===== config.mk =====
export PLATFORM = sky130hd
export DESIGN_NAME = tmds_encoder_8b10b_flat
export DESIGN_NICKNAME = d
export VERILOG_FILES = /design/src/rtl/tmds_encoder_8b10b_if.sv /design/src/rtl/tmds_encoder_8b10b.sv /design/src/flat_wrapper.sv
export SDC_FILE = /design/constraint.sdc
export NUM_CORES = 1
export LEC_CHECK = 0
export ABC_CLOCK_PERIOD_IN_PS = 4850
export CORE_MARGIN = 2
export CORE_UTILIZATION = 59
export CTS_BUF_LIST = sky130_fd_sc_hd__clkbuf_8
export DETAILED_ROUTE_END_ITERATION = 8
export PLACE_DENSITY_LB_ADDON = 0.25
export SYNTH_ARGS = -nofsm -noshare
export SYNTH_HDL_FRONTEND = slang
export SYNTH_SLANG_ARGS = --single-unit

===== constraint.sdc =====
create_clock -name pclk -period 4.85 [get_ports pclk]
set_input_delay 0.485 -clock pclk [delete_from_list [all_inputs] [get_ports pclk]]
set_output_delay 0.485 -clock pclk [all_outputs]
set_load 0.05 [all_outputs]

===== src/rtl/tmds_encoder_8b10b_if.sv =====
// TMDS channel bus: one pixel component plus control bits in, one 10-bit symbol out.
interface tmds_encoder_8b10b_if;
   logic [7:0] din;
   logic       c0;
   logic       c1;
   logic       de;
   logic [9:0] dout;

   // Pixel source side
   modport master (output din, output c0, output c1, output de, input dout);
   // Encoder side
   modport slave  (input din, input c0, input c1, input de, output dout);
endinterface


===== src/rtl/tmds_encoder_8b10b.sv =====
// Per-channel TMDS encoder: 3-stage pipeline with transition minimisation,
// running-disparity DC balancing and control-token insertion during blanking.
module tmds_encoder_8b10b (
   input  logic                  pclk,
   input  logic                  rst,
   tmds_encoder_8b10b_if.slave   tmds
);

   localparam int unsigned DW = 8;   // data byte width
   localparam int unsigned QW = 9;   // transition-minimised word width
   localparam int unsigned SW = 10;  // symbol width
   localparam int unsigned NW = 4;   // popcount width (0..8)
   localparam int unsigned CW = 5;   // running disparity width (-8..+8)
   localparam int unsigned XW = 6;   // widened disparity arithmetic width

   localparam logic [SW-1:0] TOK_00 = 10'h354;
   localparam logic [SW-1:0] TOK_01 = 10'h0AB;
   localparam logic [SW-1:0] TOK_10 = 10'h154;
   localparam logic [SW-1:0] TOK_11 = 10'h2AB;

   localparam logic [NW-1:0] HALF = 4'd4;

   function automatic logic [NW-1:0] popcnt8(input logic [DW-1:0] v);
      logic [NW-1:0] s;
      s = '0;
      for (int i = 0; i < DW; i++) s = s + NW'(v[i]);
      return s;
   endfunction

   // Stage 1 registers
   logic [DW-1:0] din1_q;
   logic          de1_q;
   logic [1:0]    c1_q;
   logic [NW-1:0] n1d_q, n1d_d;

   // Stage 2 registers
   logic [QW-1:0] qm_q, qm_d;
   logic [NW-1:0] n1q_q, n1q_d;
   logic          de2_q;
   logic [1:0]    c2_q;

   // Stage 3 registers
   logic [SW-1:0]        dout_q, dout_d;
   logic signed [CW-1:0] cnt_q, cnt_d;

   // Stage 2 combinational helpers
   logic use_xnor_c;
   logic chain_c;

   // Stage 3 combinational helpers
   logic signed [XW-1:0] diff_c;
   logic signed [XW-1:0] cnt_ext_c;
   logic signed [XW-1:0] qm8_x2_c;
   logic signed [XW-1:0] inv_x2_c;
   logic signed [XW-1:0] cnt_sum_c;

   assign n1d_d = popcnt8(tmds.din);

   // Stage 1: capture inputs and count ones in the data byte
   always_ff @(posedge pclk) begin
      if (rst) begin
         din1_q <= '0;
         de1_q  <= 1'b0;
         c1_q   <= 2'b00;
         n1d_q  <= '0;
      end else begin
         din1_q <= tmds.din;
         de1_q  <= tmds.de;
         c1_q   <= {tmds.c1, tmds.c0};
         n1d_q  <= n1d_d;
      end
   end

   assign use_xnor_c = (n1d_q > HALF) || ((n1d_q == HALF) && !din1_q[0]);

   // Transition-minimising XOR/XNOR chain; bit 8 flags the XOR variant
   always_comb begin
      qm_d    = '0;
      chain_c = din1_q[0];
      qm_d[0] = chain_c;
      for (int i = 1; i < DW; i++) begin
         chain_c = use_xnor_c ? ~(chain_c ^ din1_q[i]) : (chain_c ^ din1_q[i]);
         qm_d[i] = chain_c;
      end
      qm_d[QW-1] = ~use_xnor_c;
   end

   assign n1q_d = popcnt8(qm_d[DW-1:0]);

   // Stage 2: register q_m, its ones count and the delayed control fields
   always_ff @(posedge pclk) begin
      if (rst) begin
         qm_q  <= '0;
         n1q_q <= '0;
         de2_q <= 1'b0;
         c2_q  <= 2'b00;
      end else begin
         qm_q  <= qm_d;
         n1q_q <= n1q_d;
         de2_q <= de1_q;
         c2_q  <= c1_q;
      end
   end

   // n1q - n0q == 2*n1q - 8
   assign diff_c    = $signed({1'b0, n1q_q, 1'b0}) - 6'sd8;
   assign cnt_ext_c = $signed({cnt_q[CW-1], cnt_q});
   assign qm8_x2_c  = $signed({3'b000, qm_q[QW-1], 1'b0});
   assign inv_x2_c  = $signed({3'b000, ~qm_q[QW-1], 1'b0});

   // Symbol selection and running-disparity update
   always_comb begin
      dout_d    = dout_q;
      cnt_sum_c = cnt_ext_c;
      if (!de2_q) begin
         cnt_sum_c = '0;
         unique case (c2_q)
            2'b00:   dout_d = TOK_00;
            2'b01:   dout_d = TOK_01;
            2'b10:   dout_d = TOK_10;
            default: dout_d = TOK_11;
         endcase
      end else if ((cnt_q == '0) || (n1q_q == HALF)) begin
         dout_d = {~qm_q[QW-1], qm_q[QW-1],
                   qm_q[QW-1] ? qm_q[DW-1:0] : ~qm_q[DW-1:0]};
         cnt_sum_c = qm_q[QW-1] ? (cnt_ext_c + diff_c) : (cnt_ext_c - diff_c);
      end else if ((!cnt_q[CW-1] && (n1q_q > HALF)) ||
                   ( cnt_q[CW-1] && (n1q_q < HALF))) begin
         // cnt_q is nonzero here, so a clear sign bit means strictly positive
         dout_d    = {1'b1, qm_q[QW-1], ~qm_q[DW-1:0]};
         cnt_sum_c = cnt_ext_c + qm8_x2_c - diff_c;
      end else begin
         dout_d    = {1'b0, qm_q[QW-1], qm_q[DW-1:0]};
         cnt_sum_c = cnt_ext_c + diff_c - inv_x2_c;
      end
      cnt_d = cnt_sum_c[CW-1:0];
   end

   // Stage 3: output symbol and disparity register
   always_ff @(posedge pclk) begin
      if (rst) begin
         dout_q <= TOK_00;
         cnt_q  <= '0;
      end else begin
         dout_q <= dout_d;
         cnt_q  <= cnt_d;
      end
   end

   assign tmds.dout = dout_q;

endmodule


===== src/flat_wrapper.sv =====
// flat-port wrapper written by rule: the top's interface ports become plain ports
module tmds_encoder_8b10b_flat 
  (pclk, rst, tmds_din, tmds_c0, tmds_c1, tmds_de, tmds_dout);
  tmds_encoder_8b10b_if tmds_i ();
  input  logic pclk;
  input  logic rst;
  input wire logic [$bits(tmds_i.din)-1:0] tmds_din;
  input wire logic [$bits(tmds_i.c0)-1:0] tmds_c0;
  input wire logic [$bits(tmds_i.c1)-1:0] tmds_c1;
  input wire logic [$bits(tmds_i.de)-1:0] tmds_de;
  output wire logic [$bits(tmds_i.dout)-1:0] tmds_dout;
  assign tmds_i.din = tmds_din;
  assign tmds_i.c0 = tmds_c0;
  assign tmds_i.c1 = tmds_c1;
  assign tmds_i.de = tmds_de;
  assign tmds_dout = tmds_i.dout;
  tmds_encoder_8b10b u_core (.pclk(pclk), .rst(rst), .tmds(tmds_i));
endmodule

==> impl_metrics.yaml, run 1 <==
synth:
  synth_edf_count: 0
  syn_inst: 242
  synthAdderAreaFrac_pct: 22.2
  synthSimpleGateAreaFrac_pct: 13.1
  yosysMostFrequentCell: "dfxtp_1"
  syn_area_per_cell_um2: 10.2
  yosys.area.top_type: "dfxtp_1"
  synth_cell_type_count: 38
  ys_ff_latch: 45
  synthMuxAreaShare_pct: 2.94
  synth_compound_area_share_pct: 7.04
  synth_area_leaders: "dfxtp_1, ha_1, fa_1"
  synthFlopType: "dfxtp_1"
  synth_top_family_by_area: "adder cells"
  synth_common_cells: "dfxtp_1, inv_1, nor2_1"
  syn_nets: 291
  synth_area_mm2: 0.00247
  synth.top_cell.area_share_pct: 36.5
  async_flop_share_pct: 0
  yosysWarnings: 0
  yosys.area_share.xor_xnor_pct: 12.4
  yosysSeqAreaShare_pct: 36.5
placed_design:
  dp_hpwl_um: 3180
  place_area_mm2: 0.00274
  dpl_worst_slack_ns: 0.871
  place_congestion: 0.900
  port_buffers: 22
die:
  fp.dieH_um: 68.7
  num_io_pins: 23
  coreArea_mm2: 0.00403
  die_x_um: 68.7
  start_util_pct: 61.3
  row_count: 23
  dieArea_mm2: 0.00472
job:
  drv_cap: 0
sta:
  min_period_ns: 3.94
  fmax_ghz: 0.254
  min_period_over_period_pct: 81.3
  rsz0062_at_grt: "no"
  setup_viol: 0
  hold_viol_final: 0
  worstMarginPinSlew_ns: 0.518
  postLayoutSetupSlackWorst_ns: 0.908
  relSlewSlack_pct: 65.2
  final.setup_skew_ns: 0.00658
  slew_violations: 0
  tns_ns: 0
global_route:
  globalRouteTotalUtil_pct: 19.1
  grt_pass1_vias: 1520
  antenna_found_initial: 0
  grt_pass1_wl_um: 6620
  grt_max_degree: 38
  overflow: 0
critical_path:
  cp_max_fo: 6
  crit_top_cell: "fa_1"
  crit_type: "reg -> reg"
  critical_path.cell_chain: "o21ba_1 -> a31oi_2 -> xnor3_2 -> xnor3_2 -> fa_1 -> inv_1 -> fa_1 -> inv_1 -> fa_1 -> fa_1 -> xor2_1 -> nor2_1"
  r2r_cells: 12
  critPathRequiredTime_ns: 5.02
  slowest_delay_ns: 0.54
  crit_path_end_kind: "flip-flop"
  cp.arrival_ns: 4.12
  start_kind: "flip-flop"
  cpMaxStageDelayCell: "fa_1"
detailed_routing:
  wl_um: 3930
  drc_errors: 0
  via_per_inst: 4.92
  drtIter0Drc: 99
  firstDrtPassIters: 4
  antenna_left: 0
  vias: 1566
  wl_per_cell_um: 12.4
clock_network:
  cts_buffers: 5
  post-cts-setup-buffers: 0
  cts-root-buf: "clkbuf_8"
  cts_tree: "done"
  cts_resized: 0
  htreeDepth: 2
  clock_latency_ns: 0.29
  clockBufferDepth: 2
  holdBufCountCts: 0
  cts.sinks: 45
  clk_pin_slew_worst_paths_ns: 0.08
power:
  pwr-share-clk_pct: 16.0
  p_comb_share_pct: 49.9
  power.switching_w: 0.000520
  vdd_drop_max_mv: 0.262
  power.density_mw_per_mm2: 479
  p_int_w: 0.000832
  power_frac_seq_pct: 34.1
  p_sw_share_pct: 38.4
  p_leak_nw: 1.28
cells_and_area:
  post-route-cell-area_mm2: 0.00283
  fin_nets: 316
  num_antenna_cells: 0
  syn_to_final_growth_pct: 14.3
  drive_gt1_share_pct: 5.60
hold_path:
  whs_path_depth: 1
  min_path_type: "reg -> reg"
run_status:
  status: "completed"
-- stage by stage --
step / hold WS [ns] / std cells / power (W) / util, %
after global routing: 0.458 / 318 / 0.00149 / 70.1
after CTS: 0.441 / 318 / 0.00137 / 70.1
after floorplan: 0.414 / 242 / 0.00100 / -
after global placement: 0.419 / 310 / 0.00111 / 68.1
after detailed placement: 0.422 / 310 / 0.00115 / 68.1
final: 0.437 / 318 / 0.00135 / 70.1
-- kinds of logic (layout without fill, tap and decap cells) --
group	Yosys count	after routing
buffers and inverters	39	65
multiplexers	6	6
XOR/XNOR	30	30
AO/OA/AOI/OAI	26	26
AND/OR/NAND/NOR	60	60
flip-flops	45	45
adder cells (fa/ha/maj)	36	36
-- state kept, by name, summed over array words and instances, names as in the netlist --
| name | cells |
|---|---|
| u_core.tmds.dout | 10 |
| u_core.qm_q | 9 |
| u_core.din1_q | 8 |
| u_core.cnt_q | 4 |
| u_core.n1d_q | 4 |
| u_core.n1q_q | 4 |
| u_core.c1_q | 2 |
| u_core.c2_q | 2 |
| u_core.de1_q | 1 |
| u_core.de2_q | 1 |
-- metal layers --
metal	wire (µm)	share of wire, %	up-vias	GRT usage (%)
met5	0	0	-	0
met1	1810	46	718	24.3
met3	126	3.2	5	3.90
met2	1960	50	30	32.8
li1	-	-	813	-
met4	40	1.0	0	5.88
-- final timing paths --
check                     to              from  slack [ns]
max          u_core.n1q_q[2]  u_core.din1_q[0]        0.91
min             u_core.de2_q      u_core.de1_q        0.44
max reg2reg  u_core.n1q_q[2]  u_core.din1_q[0]        0.91
min reg2reg     u_core.de2_q      u_core.de1_q        0.44
-- cell type report --
class	count	area [µm²]
clock buffer	5	68.8
inverter	34	128
clock inverter	3	13.8
tap	50	62.6
multi-input combinational	158	1420
timing repair buffer	23	228
fill	330	1200
sequential	45	901
-- cells in the final DEF (no fill, tap or decap), types with 3 or more instances in the layout --
master | netlist | layout
a21oi_1 | 13 | 13
inv_1 | 34 | 35
nor2b_1 | 15 | 15
or2_1 | 3 | 3
mux2i_1 | 5 | 5
xor2_1 | 7 | 7
dfxtp_1 | 45 | 45
nand2_1 | 4 | 4
nor2_1 | 24 | 24
clkdlybuf4s50_1 | 0 | 22
ha_1 | 23 | 23
clkbuf_8 | 0 | 5
xnor2_1 | 20 | 20
fa_1 | 13 | 13
-- worst max-delay path: cells and delay by family, from the launching register on --
kind,cells,cell delay [ns]
adder cells (fa/ha/maj),4,1.82
buffers and inverters,2,0.10
AND/OR/NAND/NOR,1,0.05
XOR/XNOR,3,1.04
flip-flops,1,0.44
AO/OA/AOI/OAI,2,0.39
-- power groups by stage --
stage,logic (W),clock network [W],registers [W]
after global placement,0.000646,0,0.000469
final,0.000675,0.000216,0.000461
after global routing,0.000781,0.000238,0.000468
after floorplan,0.000522,0,0.000481
after detailed placement,0.000679,0,0.000471
after CTS,0.000683,0.000224,0.000462
Power figures use the tool's default switching activity.
==> run 2: changes to the inputs <==
--- a/config.mk
+++ b/config.mk
@@ -5,9 +5,9 @@
 export SDC_FILE = /design/constraint.sdc
 export NUM_CORES = 1
 export LEC_CHECK = 0
-export ABC_CLOCK_PERIOD_IN_PS = 4850
+export ABC_CLOCK_PERIOD_IN_PS = 3300
 export CORE_MARGIN = 2
-export CORE_UTILIZATION = 59
+export CORE_UTILIZATION = 54
 export CTS_BUF_LIST = sky130_fd_sc_hd__clkbuf_8
 export DETAILED_ROUTE_END_ITERATION = 8
 export PLACE_DENSITY_LB_ADDON = 0.25
==> constraint.sdc (replaced) <==
create_clock -name pclk -period 3.3 [get_ports pclk]
set_input_delay 0.33 -clock pclk [delete_from_list [all_inputs] [get_ports pclk]]
set_output_delay 0.33 -clock pclk [all_outputs]
set_load 0.05 [all_outputs]
==> impl_metrics.yaml, run 2 (same netlist as run 1, synthesis figures left out) <==
global_route:
  antenna_found_initial: 0
  globalRouteTotalUtil_pct: 17.2
  overflow: 0
  grt_pass1_vias: 1534
  grt_pass1_wl_um: 6930
  grt_max_degree: 38
detailed_routing:
  via_per_inst: 4.82
  firstDrtPassIters: 6
  drtIter0Drc: 81
  wl_met2_um: 1830
  drc_errors: 0
  met3WireLength_um: 142
  wl_per_cell_um: 11.8
  highest_layer: "met4"
  antenna_left: 0
  wl_um: 3870
  vias: 1580
  wl_met1_um: 1870
cells_and_area:
  final_common_cell: "dfxtp_1"
  largest_register_ff_count: 10
  num_antenna_cells: 0
  fin_nets: 324
  mostFrequentLayoutCells: "dfxtp_1, inv_1, nor2_1, ha_1, clkdlybuf4s50_1"
  syn_to_final_growth_pct: 19.2
  drive_gt1_share_pct: 10.5
  multi_input_area_mm2: 0.00145
  seqCellArea_um2: 906
  fillers: 344
  final_cells: 328
critical_path:
  slowest_delay_ns: 0.52
  critPathRequiredTime_ns: 3.46
  crit_path_end_kind: "flip-flop"
  regToRegSetupSlack_ns: -0.05
  cpMaxStageDelayCell: "fa_2"
  cp_max_fo: 3
  critical_path.cell_chain: "o21ba_4 -> a31oi_4 -> xnor3_2 -> xnor3_2 -> fa_1 -> inv_1 -> fa_1 -> inv_1 -> fa_2 -> fa_2 -> nor2_1"
  start_kind: "flip-flop"
  crit_type: "reg -> reg"
  cp.arrival_ns: 3.51
placed_design:
  dp_hpwl_um: 3060
  dp.cells: 317
  dpl_worst_slack_ns: -0.0672
  port_buffers: 22
  place_congestion: 0.851
clock_network:
  htreeDepth: 2
  holdBufCountCts: 0
  cts_tree: "done"
  clk_pin_slew_worst_paths_ns: 0.08
  clockBufferDepth: 2
  cts.sinks: 45
  cts_buffers: 5
  cts-root-buf: "clkbuf_8"
  clock_latency_ns: 0.28
sta:
  hold_viol_final: 0
  min_period_over_period_pct: 101
  tns_ns: -0.0658
  postLayoutSetupSlackWorst_ns: -0.0481
  min_period_ns: 3.35
  final.setup_skew_ns: 0.00852
  worstMarginPinSlew_ns: 0.492
  slew_violations: 0
  holdWs_ns: 0.440
  rsz0062_at_grt: "yes"
  relSlewSlack_pct: 67.1
  setup_viol: 2
  fmax_ghz: 0.299
die:
  fp.dieH_um: 71.6
  die_x_um: 71.6
  start_util_pct: 56.4
  row_count: 24
  dieArea_mm2: 0.00513
  coreArea_mm2: 0.00438
  num_io_pins: 23
power:
  power_w: 0.00214
  p_leak_nw: 1.33
  vdd_drop_max_mv: 0.425
  power.density_mw_per_mm2: 727
run_status:
  violations: "negative setup slack"
  status: "complete, but fails checks"
hold_path:
  min_path_type: "reg -> reg"
job:
  drv_cap: 0
## run 2: cell count changes in the layout (fill, tap and decap cells not counted), moves of 2 or more
cell / before / now
buf_4: 1 / 9
clkinv_2: 2 / 0
dfxtp_1: 45 / 43
fa_1: 13 / 11
fa_2: 0 / 2
## run 2: repair_timing
item	CTS	global route
pin swaps	1	0
setup endpoints to repair	2	3
setup buffers	2	1
resized for setup	0	1
hold endpoints to repair	0	0
## run 2: final timing paths
kind	startpoint	endpoint	depth (start not counted)
setup / recovery	u_core.n1d_q[2]	u_core.n1q_q[1]	11
hold / removal	u_core.c1_q[1]	u_core.c2_q[1]	1
hold reg to reg	u_core.c1_q[1]	u_core.c2_q[1]	1
setup reg to reg	u_core.n1d_q[2]	u_core.n1q_q[1]	11
## run 2: layout make-up
type                            count  area share (%)
Clock buffer                        5            2.34
Clock inverter                      3            1.44
Inverter                           34            4.33
Multi-Input combinational cell    158            49.2
Sequential cell                    45            30.7
Tap cell                           52            2.21
Timing Repair Buffer               31            9.77
## run 2: report_power, final
part / internal, W / total, W / switching (W) / leakage, nW
clock: 0.000224 / 0.000395 / 0.000171 / 0.0595
sequential: 0.000618 / 0.000681 / 0.0000629 / 0.373
combinational: 0.000523 / 0.00107 / 0.000545 / 0.893
## run 2: worst max-delay path, delay by kind of cell (launching register included)
family,cells,cell delay (ns)
flops,1,0.34
xor+xnor,2,0.54
fa+ha+maj,4,1.83
buf+inv,2,0.10
compound gates,2,0.38
simple gates,1,0.04
## run 2: metal layers
metal	track usage [%]	up-vias
li1	-	832
met4	5.03	0
met1	24.0	713
met2	27.2	33
met3	3.80	2
met5	0	-
## run 2: metrics by stage
step	utilization (%)	area [µm²]
6_report	67.2	2950
5_1_grt	67.2	2950
3_3_place_gp	64.0	2810
4_1_cts	66.9	2930
3_5_place_dp	64.0	2810
2_1_floorplan	-	2500
==> RTL edit, RTL diff (config.mk and constraints of run 1) <==
Take the reset off `din1_q` and load it in a clocked block of its own.
--- a/src/rtl/tmds_encoder_8b10b.sv
+++ b/src/rtl/tmds_encoder_8b10b.sv
@@ -60,14 +60,16 @@
    always_ff @(posedge pclk) begin
       if (rst) begin
-         din1_q <= '0;
          de1_q  <= 1'b0;
          c1_q   <= 2'b00;
          n1d_q  <= '0;
       end else begin
-         din1_q <= tmds.din;
          de1_q  <= tmds.de;
          c1_q   <= {tmds.c1, tmds.c0};
          n1d_q  <= n1d_d;
       end
+   end
+
+   always_ff @(posedge pclk) begin
+      din1_q <= tmds.din;
    end
 
Behaviour: same outputs for any inputs over 10 cycles, from zero or initial values and one cycle with rst high; that may be too few to reach the edited logic, so the function may still have changed.
==> RTL edit against run 1 <==
- setup slack better by 300 ps
- critical path depth unchanged
- non-clock buffer count down 1
- routed wire length is 5.0% lower
- power grew 0.90%
- sequential share of layout area up 0.39 points
- global-route usage down 0.29 points
- count of clock-buffer cells in the layout unchanged
- cell area shrank 1.2%
- combinational power barely moved
- fmax is 8.4% higher
- synthesized area decreased by 1.4%
- sequential cell count did not move
==> RTL edit: results (changes against run 1) <==
[finish]
drive_above_1_share_pct = 7.00  ; +1.4 points
non_clock_inverter_count = 31  ; -8.8%
largest_register_ffs = 10  ; unchanged
antenna_cells = 0  ; unchanged
fillCellCount = 309  ; -6.4%
multi_input_cells = 151  ; -4.4%
clk_share_pct = 3.14  ; +0.21 points
nets = 305  ; -3.5%
nonClockBufferCount = 22  ; -4.3%
seq_area_share_pct = 32.3  ; +0.39 points
buffer_area_share_pct = 7.89  ; -0.17 points
multi_input_area_um2 = 1400  ; -1.4%

[worst_hold_path]
hold_depth = 1  ; unchanged

[drt]
via_count = 1529  ; -2.4%
wl_met1_um = 1780  ; -1.7%
drtIter0Drc = 100  ; +1.0%
top_layer = met4
wl_met3_um = 123  ; -2.4%
met2_length_um = 1780  ; -8.8%
drt_wl_total_um = 3740  ; -5.0%
first_pass_iters = 4  ; unchanged

[critical_path]
startpoint = u_core.din1_q[2]
crit_family = adder cells
cp.arrival_ps = 3790  ; -330 ps
rrSetupSlack_ps = 1210  ; +300 ps
max_stage_delay_ps = 500  ; -40 ps
critPathCapture = u_core.n1q_q[2]
worstPathMaxFanout = 4  ; -2

[cts]
clk_latency_ps = 300

[grt]
met3_usage_pct = 4.28  ; +0.38 points
grt_pass1_wl_um = 6520  ; -1.6%
antenna_found_initial = 0  ; unchanged
use_met1_pct = 24.6  ; +0.31 points
grtUsageMet2_pct = 30.8  ; -2.0 points
grt_max_degree = 30  ; -21%
grtUsageTotal_pct = 18.8  ; -0.29 points

[power_and_ir_drop]
vdd_drop_max_uv = 304  ; +16%
powerSeq_uw = 466  ; +1%
p_sw_uw = 528  ; +1.6%
power.leakage_nw = 1.22  ; -4.9%

[synthesis]
synth-main-ff-cell = dfxtp_1
synth_seq_area_share_pct = 37.0  ; +0.52 points
yosys-top-cells-count = dfxtp_1 (45), inv_1 (31), ha_1 (23)
synth_area_leaders = dfxtp_1 (37%), ha_1 (12%), fa_1 (11%)
mappedNetlistNets = 280  ; -3.8%
ys_ff_latch = 45  ; unchanged
yosysWarnings = 0  ; unchanged

[timing]
fmax_mhz = 275  ; +8.4%
worst_pin_slew_ps = 956  ; +439 ps
hold_ws_ps = 436  ; -1.92 ps
clock_skew_ps = 8.10  ; +1.53 ps

[placement]
dp_hpwl_um = 3010  ; -5.4%
pre_cts_ws_ps = 1210  ; +342 ps
port_buffers = 22  ; unchanged
gp_congestion = 0.897  ; -0.36%

[run_status]
status = finished, final reports clean

## RTL edit: changes by cell type after synthesis, moves of 2 or more
cell	delta
xor2_1	+2
or2_2	+2
clkbuf_1	-2
nor2_1	-8
or2_1	-3
inv_1	-3
xnor3_2	-2
## RTL edit: kinds of logic (layout without fill, tap and decap cells)
| family | after synthesis | count (layout) | synth area share [%] |
|---|---|---|---|
| and+or+nand+nor | 53 | 53 | 13.2 |
| buffers and inverters | 35 | 61 | 5.39 |
| AOI/OAI and AO/OA | 25 | 25 | 7.24 |
| xor gates and xnor gates | 31 | 31 | 11.7 |
| DFF | 45 | 45 | 37.0 |
| muxes | 6 | 6 | 2.98 |
| adders and majority gates | 36 | 36 | 22.5 |
## RTL edit: per-stage QoR
step           power, mW  cell area, µm²  instances  utilization [%]
2_1_floorplan       1.01            2440        231                -
3_3_place_gp        1.13            2700        299             67.6
3_5_place_dp        1.15            2700        299             67.6
4_1_cts             1.38            2790        307             69.8
5_1_grt             1.50            2790        307             69.8
6_report            1.36            2790        307             69.8
